**src/rtl/spi_slave_rx.sv**
```systemverilog
// SPI mode-0 slave endpoint, MSB first, full duplex.
// The received frame (128/192/256 bits) is delivered as one right-aligned block
// through a valid/ready port. tx_data is shifted back to the master on miso
// during the same frame. All SPI pins are oversampled in the clk domain.
//
// Handshake: rx_valid stays high and rx_data stays stable until a clk edge
// with rx_ready high. rx_valid drops on the next cycle, unless a new frame
// completes in that same cycle. In that case the new block replaces the old one.
module spi_slave_rx #(
  parameter int MAX_BITS    = 256,
  parameter int SYNC_STAGES = 2
) (
  input  logic                clk,
  input  logic                reset,
  input  logic                sclk,
  input  logic                cs_n,
  input  logic                mosi,
  output logic                miso,
  input  logic [1:0]          size,
  input  logic [MAX_BITS-1:0] tx_data,
  output logic [MAX_BITS-1:0] rx_data,
  output logic                rx_valid,
  input  logic                rx_ready,
  output logic                frame_err,
  output logic                busy,
  output logic [1:0]          state_dbg
);

  localparam int            CW   = $clog2(MAX_BITS + 2);
  localparam logic [CW-1:0] MAXB = CW'(MAX_BITS);

  localparam logic [1:0] WAIT_HI = 2'd0;
  localparam logic [1:0] IDLE    = 2'd1;
  localparam logic [1:0] SHIFT   = 2'd2;

  logic [1:0]             state;
  logic [SYNC_STAGES-1:0] sclk_sync, cs_sync, mosi_sync;
  logic                   sclk_d, cs_d;
  logic                   sclk_s, cs_s, mosi_s;
  logic                   sclk_rise, sclk_fall, cs_rise, cs_fall;
  logic [MAX_BITS-1:0]    rx_shift, tx_shift, tx_load, len_mask;
  logic [CW-1:0]          bitcnt, frame_len, start_len;
  logic                   start_ok;

  assign sclk_s    = sclk_sync[SYNC_STAGES-1];
  assign cs_s      = cs_sync[SYNC_STAGES-1];
  assign mosi_s    = mosi_sync[SYNC_STAGES-1];
  assign sclk_rise = sclk_s & ~sclk_d;
  assign sclk_fall = ~sclk_s & sclk_d;
  assign cs_rise   = cs_s & ~cs_d;
  assign cs_fall   = ~cs_s & cs_d;
  assign busy      = (state == SHIFT);
  assign state_dbg = state;

  // Synchronise the asynchronous SPI pins and keep one delayed copy for edge detection.
  always_ff @(posedge clk) begin
    if (!reset) begin
      sclk_sync <= '0;
      cs_sync   <= '0;
      mosi_sync <= '0;
      sclk_d    <= 1'b0;
      cs_d      <= 1'b0;
    end else begin
      sclk_sync <= {sclk_sync[SYNC_STAGES-2:0], sclk};
      cs_sync   <= {cs_sync[SYNC_STAGES-2:0], cs_n};
      mosi_sync <= {mosi_sync[SYNC_STAGES-2:0], mosi};
      sclk_d    <= sclk_s;
      cs_d      <= cs_s;
    end
  end

  // Decode the frame length from size. The reserved code is flagged, not started.
  always_comb begin
    start_len = '0;
    start_ok  = 1'b1;
    case (size)
      2'b00:   start_len = CW'(128);
      2'b01:   start_len = CW'(192);
      2'b10:   start_len = CW'(256);
      default: start_ok  = 1'b0;
    endcase
  end

  // tx is left-aligned so that bit N-1 is always at the top of the shifter.
  // The received block is masked down to the frame length.
  assign tx_load  = tx_data << (MAXB - start_len);
  assign len_mask = {MAX_BITS{1'b1}} >> (MAXB - frame_len);

  // Frame FSM: start on cs fall, shift on sclk edges, deliver or reject on cs rise.
  always_ff @(posedge clk) begin
    if (!reset) begin
      state     <= WAIT_HI;
      miso      <= 1'b0;
      rx_data   <= '0;
      rx_valid  <= 1'b0;
      frame_err <= 1'b0;
      rx_shift  <= '0;
      tx_shift  <= '0;
      bitcnt    <= '0;
      frame_len <= '0;
    end else begin
      frame_err <= 1'b0;
      if (rx_valid && rx_ready) rx_valid <= 1'b0;
      case (state)
        WAIT_HI: begin
          miso <= 1'b0;
          if (cs_s) state <= IDLE;
        end
        IDLE: begin
          miso <= 1'b0;
          if (cs_fall) begin
            if (start_ok) begin
              frame_len <= start_len;
              tx_shift  <= tx_load;
              miso      <= tx_load[MAX_BITS-1];
              bitcnt    <= '0;
              state     <= SHIFT;
            end else begin
              frame_err <= 1'b1;
              state     <= WAIT_HI;
            end
          end
        end
        SHIFT: begin
          if (cs_rise) begin
            state <= IDLE;
            miso  <= 1'b0;
            if (bitcnt == frame_len) begin
              if (!rx_valid || rx_ready) begin
                rx_data  <= rx_shift & len_mask;
                rx_valid <= 1'b1;
              end else begin
                frame_err <= 1'b1;
              end
            end else begin
              frame_err <= 1'b1;
            end
          end else if (sclk_rise) begin
            rx_shift <= {rx_shift[MAX_BITS-2:0], mosi_s};
            if (bitcnt != frame_len + CW'(1)) bitcnt <= bitcnt + CW'(1);
          end else if (sclk_fall) begin
            // Zeros shift in from below, so miso returns to 0 after the last bit.
            tx_shift <= {tx_shift[MAX_BITS-2:0], 1'b0};
            miso     <= tx_shift[MAX_BITS-2];
          end
        end
        default: begin
          state <= WAIT_HI;
          miso  <= 1'b0;
        end
      endcase
    end
  end

endmodule

```
**config.mk**
```make
export PLATFORM = sky130hd
export DESIGN_NAME = spi_slave_rx
export DESIGN_NICKNAME = d
export VERILOG_FILES = /design/src/rtl/spi_slave_rx.sv
export SDC_FILE = /design/constraint.sdc
export NUM_CORES = 2
export LEC_CHECK = 0
export ABC_AREA = 1
export BUFFER_PORTS_ARGS = -buffer_cell sky130_fd_sc_hd__buf_2
export CORE_ASPECT_RATIO = 2
export CORE_MARGIN = 2
export CORE_UTILIZATION = 57
export CTS_CLUSTER_SIZE = 24
export DETAILED_ROUTE_END_ITERATION = 6
export PLACE_DENSITY = 0.8
export SLEW_MARGIN = 25
export SYNTH_ARGS = -nofsm -noshare
export SYNTH_HDL_FRONTEND = slang
export SYNTH_SLANG_ARGS = --single-unit
```
**constraint.sdc**
```tcl
create_clock -name clk -period 2.41 [get_ports clk]
set_clock_uncertainty 0.05 [all_clocks]
set_input_delay 0.241 -clock clk [delete_from_list [all_inputs] [get_ports clk]]
set_output_delay 0.241 -clock clk [all_outputs]
set_load 0.02 [all_outputs]
```
==> impl_metrics.py <==
metrics = {
    "status": {
        "outcome": "finished, final reports clean",
    },
    "yosys": {
        "synth_top_cell_area_share": 0.456,
        "netlist_area_um2": 34800,
        "yosysTopAreaCell": "dfxtp_1",
        "yosysUniqueCellTypes": 27,
        "netlist_instances": 5131,
        "synth_flop_cell": "dfxtp_1",
        "ys_warn_count": 0,
        "synth-seq-area-share": 0.456,
        "synth_most_common_cell": "nor2_1",
        "synthArstFlopShare": 0,
        "synth_edf_count": 0,
        "mappedNetlistNets": 5405,
        "netlist_top_cells_count": "1390 x nor2_1, 941 x nand2_1, 792 x dfxtp_1",
        "yosys_register_bits": 792,
        "synthTopCellsByArea": "dfxtp_1 46%, nor2_1 15%, o21ai_0 11%, nand2_1 10%, nand4_1 4.6%",
        "syn_area_per_cell_um2": 6.77,
    },
    "worst_setup_path": {
        "crit_required_ns": 2.84,
        "critPathKind": "register to register",
        "critical_path.startpoint": "state_dbg[0]$_SDFFE_PN0P_",
        "worst_path_max_delay_cell": "dlygate4sd3_1",
        "r2r_slack_ns": 0.1,
        "cp_max_fo": 22,
        "startpoint_type": "register",
        "worst_path_most_repeated_cell": "nor2_1",
        "worst_r2r_startpoint": "state_dbg[0]$_SDFFE_PN0P_",
        "crit_end": "tx_shift[191]$_SDFFE_PN0P_",
        "r2r-end": "tx_shift[191]$_SDFFE_PN0P_",
        "slowest_delay_ns": 0.56,
        "end_kind": "register",
        "ff2ff_path_depth": 10,
        "arrival_ns": 2.75,
        "critical_path.cell_chain": "inv_1 -> ha_4 -> nor2_4 -> buf_12 -> buf_6 -> o21ai_0 -> nor2_1 -> dlygate4sd3_1 -> a211oi_1 -> nor2_1",
    },
    "global_routing": {
        "globalRouteTotalUtil": 0.315,
        "grt_start_max_net_pins": 131,
        "grt_pass1_vias": 32400,
        "grt_pass1_wl_mm": 166,
        "grt_antenna_before_repair": 24,
        "overflow": 0,
    },
    "power_and_ir_drop": {
        "p_per_area_nw_per_um2": 898,
        "vdd_drop_max_mv": 1.62,
        "p_total_mw": 36.6,
        "leakagePower_nw": 16.6,
    },
    "cells_and_area": {
        "nets": 5679,
        "post-route-util": 0.673,
        "drive_above_1_share": 0.139,
        "nFillCells": 5263,
        "area_delta_synth_final_pct": 17.3,
    },
    "sta": {
        "finalHoldViolations": 0,
        "period_needed_ns": 2.31,
        "worstMarginPinSlew_ns": 0.795,
        "clock.fmax_mhz": 432,
        "slew_violations": 0,
        "finalCritPeriodShare": 0.960,
        "setup_viol_count_final": 0,
        "slew_headroom": 0.470,
    },
    "die": {
        "core_um2": 60500,
        "die_area_um2": 63100,
        "ios": 526,
        "die_h_um": 353,
        "fp.dieW_um": 179,
        "rows": 128,
        "start_util": 0.574,
    },
    "cts": {
        "clk_latency_ns": 0.60,
        "path_clk_slew_ns": 0.06,
        "clockBufferDepth": 3,
        "clock_sinks": 792,
        "htreeDepth": 3,
        "cts_root_buffer": "clkbuf_16",
        "numCtsBuffers": 69,
        "cts_tree": "done",
    },
    "hold_path": {
        "worstHoldStart": "tx_data[207]",
        "min_path_type": "input pin to register",
    },
    "detailed_routing": {
        "via_per_inst": 5.75,
        "drcViolationCount": 0,
        "dr.pass1.iters": 6,
        "ant_nets": 0,
        "avgRoutedWirePerCell_um": 16.7,
        "drt-total-wl_mm": 104,
        "vias": 36000,
        "drtIter0Drc": 4223,
    },
    "placed_design": {
        "dp_hpwl_mm": 65.6,
        "port_buffers": 525,
        "place.gp.congestion": 0.940,
    },
    "job": {
        "drv_cap": 0,
    },
}
## layout make-up
cell class                 count  area (um^2)  area share
clock buffer                  88         1930      0.0474
tap                          780          976      0.0239
sequential                   792        15900       0.389
timing repair buffer         648         4290       0.105
inverter                     110          440      0.0108
antenna                       28         70.1     0.00172
clock inverter                36          410      0.0101
multi-input combinational   3784        16800       0.412
## worst max-delay path: cells and delay by family, from the launching register on
family                     cells  cell delay (ns)
and+or+nand+nor                3             0.19
DFF                            1             0.34
AOI/OAI and AO/OA              2             0.37
adders and majority gates      1             0.22
buffers and inverters          4             1.02
## placed cells by master, fill, tap and decap left out, types with 19 or more instances in the layout
master,instances
nand2_1,935
o21ai_0,761
a211oi_1,35
buf_12,46
dlygate4sd3_1,35
clkinv_2,19
a21oi_1,171
o22ai_1,126
nand4_1,258
inv_1,100
buf_4,36
nor2_1,1386
clkbuf_16,73
diode_2,28
nand3_1,19
buf_2,524
dfxtp_1,792
o21ai_1,58
## cells by family (layout without fill, tap and decap cells)
kind of cell | after synthesis | after routing | share of synthesized area
and+or+nand+nor | 2615 | 2616 | 0.302
other | 0 | 28 | 0
buffers and inverters | 556 | 882 | 0.0637
adders and majority gates | 10 | 10 | 0.00360
DFF | 792 | 792 | 0.456
AOI/OAI and AO/OA | 1158 | 1158 | 0.174
## how the worst min path moves through the flow
| stage | end | depth (start not counted) | slack, ns |
|---|---|---|---|
| finish | tx_shift[207]$_SDFFE_PN0P_ | 5 | 0.02 |
| global route | tx_shift[209]$_SDFFE_PN0P_ | 5 | 0.04 |
| CTS | tx_shift[165]$_SDFFE_PN0P_ | 5 | 0.0001 |
| detailed placement | cs_sync[1]$_SDFF_PN0_ | 2 | 0.35 |
| global placement | cs_sync[1]$_SDFF_PN0_ | 2 | 0.35 |
| floorplan | cs_sync[0]$_SDFF_PN0_ | 2 | 0.29 |
## layer usage
metal,wire (um),part of all wire,GRT usage,up-vias
li1,-,-,-,17500
met1,43800,0.42,0.427,16500
met2,46800,0.45,0.490,1709
met3,9060,0.087,0.0545,277
met4,4630,0.044,0.141,6
met5,40,0.00038,0,-
## metrics by stage
| step | cell area, um^2 | setup WS (ns) | hold slack (ns) | cells | TNS [ns] |
|---|---|---|---|---|---|
| after floorplan | 34800 | 0.203 | 0.289 | 5131 | 0 |
| after global placement | 37900 | 0.265 | 0.354 | 6071 | 0 |
| after detailed placement | 37900 | 0.181 | 0.352 | 6071 | 0 |
| after CTS | 40600 | 0.0424 | 0.000138 | 6230 | 0 |
| after global routing | 40700 | -0.0880 | 0.0358 | 6259 | -0.140 |
| final | 40800 | 0.0961 | 0.0171 | 6266 | 0 |
## sequential cells by signal (all words and copies together), names as in the netlist
signal / flops
tx_shift: 255
state_dbg: 2
cs_sync: 2
mosi_sync: 2
frame_len: 3
rx_valid: 1
miso: 1
cs_d: 1
rx_data: 256
frame_err: 1
rx_shift: 256
sclk_d: 1
bitcnt: 9
sclk_sync: 2
## power breakdown
part	leakage (nW)	switching [mW]	internal [mW]
clock network	1.16	5.07	6.49
registers	6.41	1.05	14.9
logic	9.01	6.26	2.88
## repair_timing
item                                    CTS  global route
endpoints found under the setup margin    0            61
hold endpoints to repair                 26             0
hold buffers                             35             0
buffers inserted                          0             5
gates resized for setup                   0             7
Power figures use the tool's default switching activity.
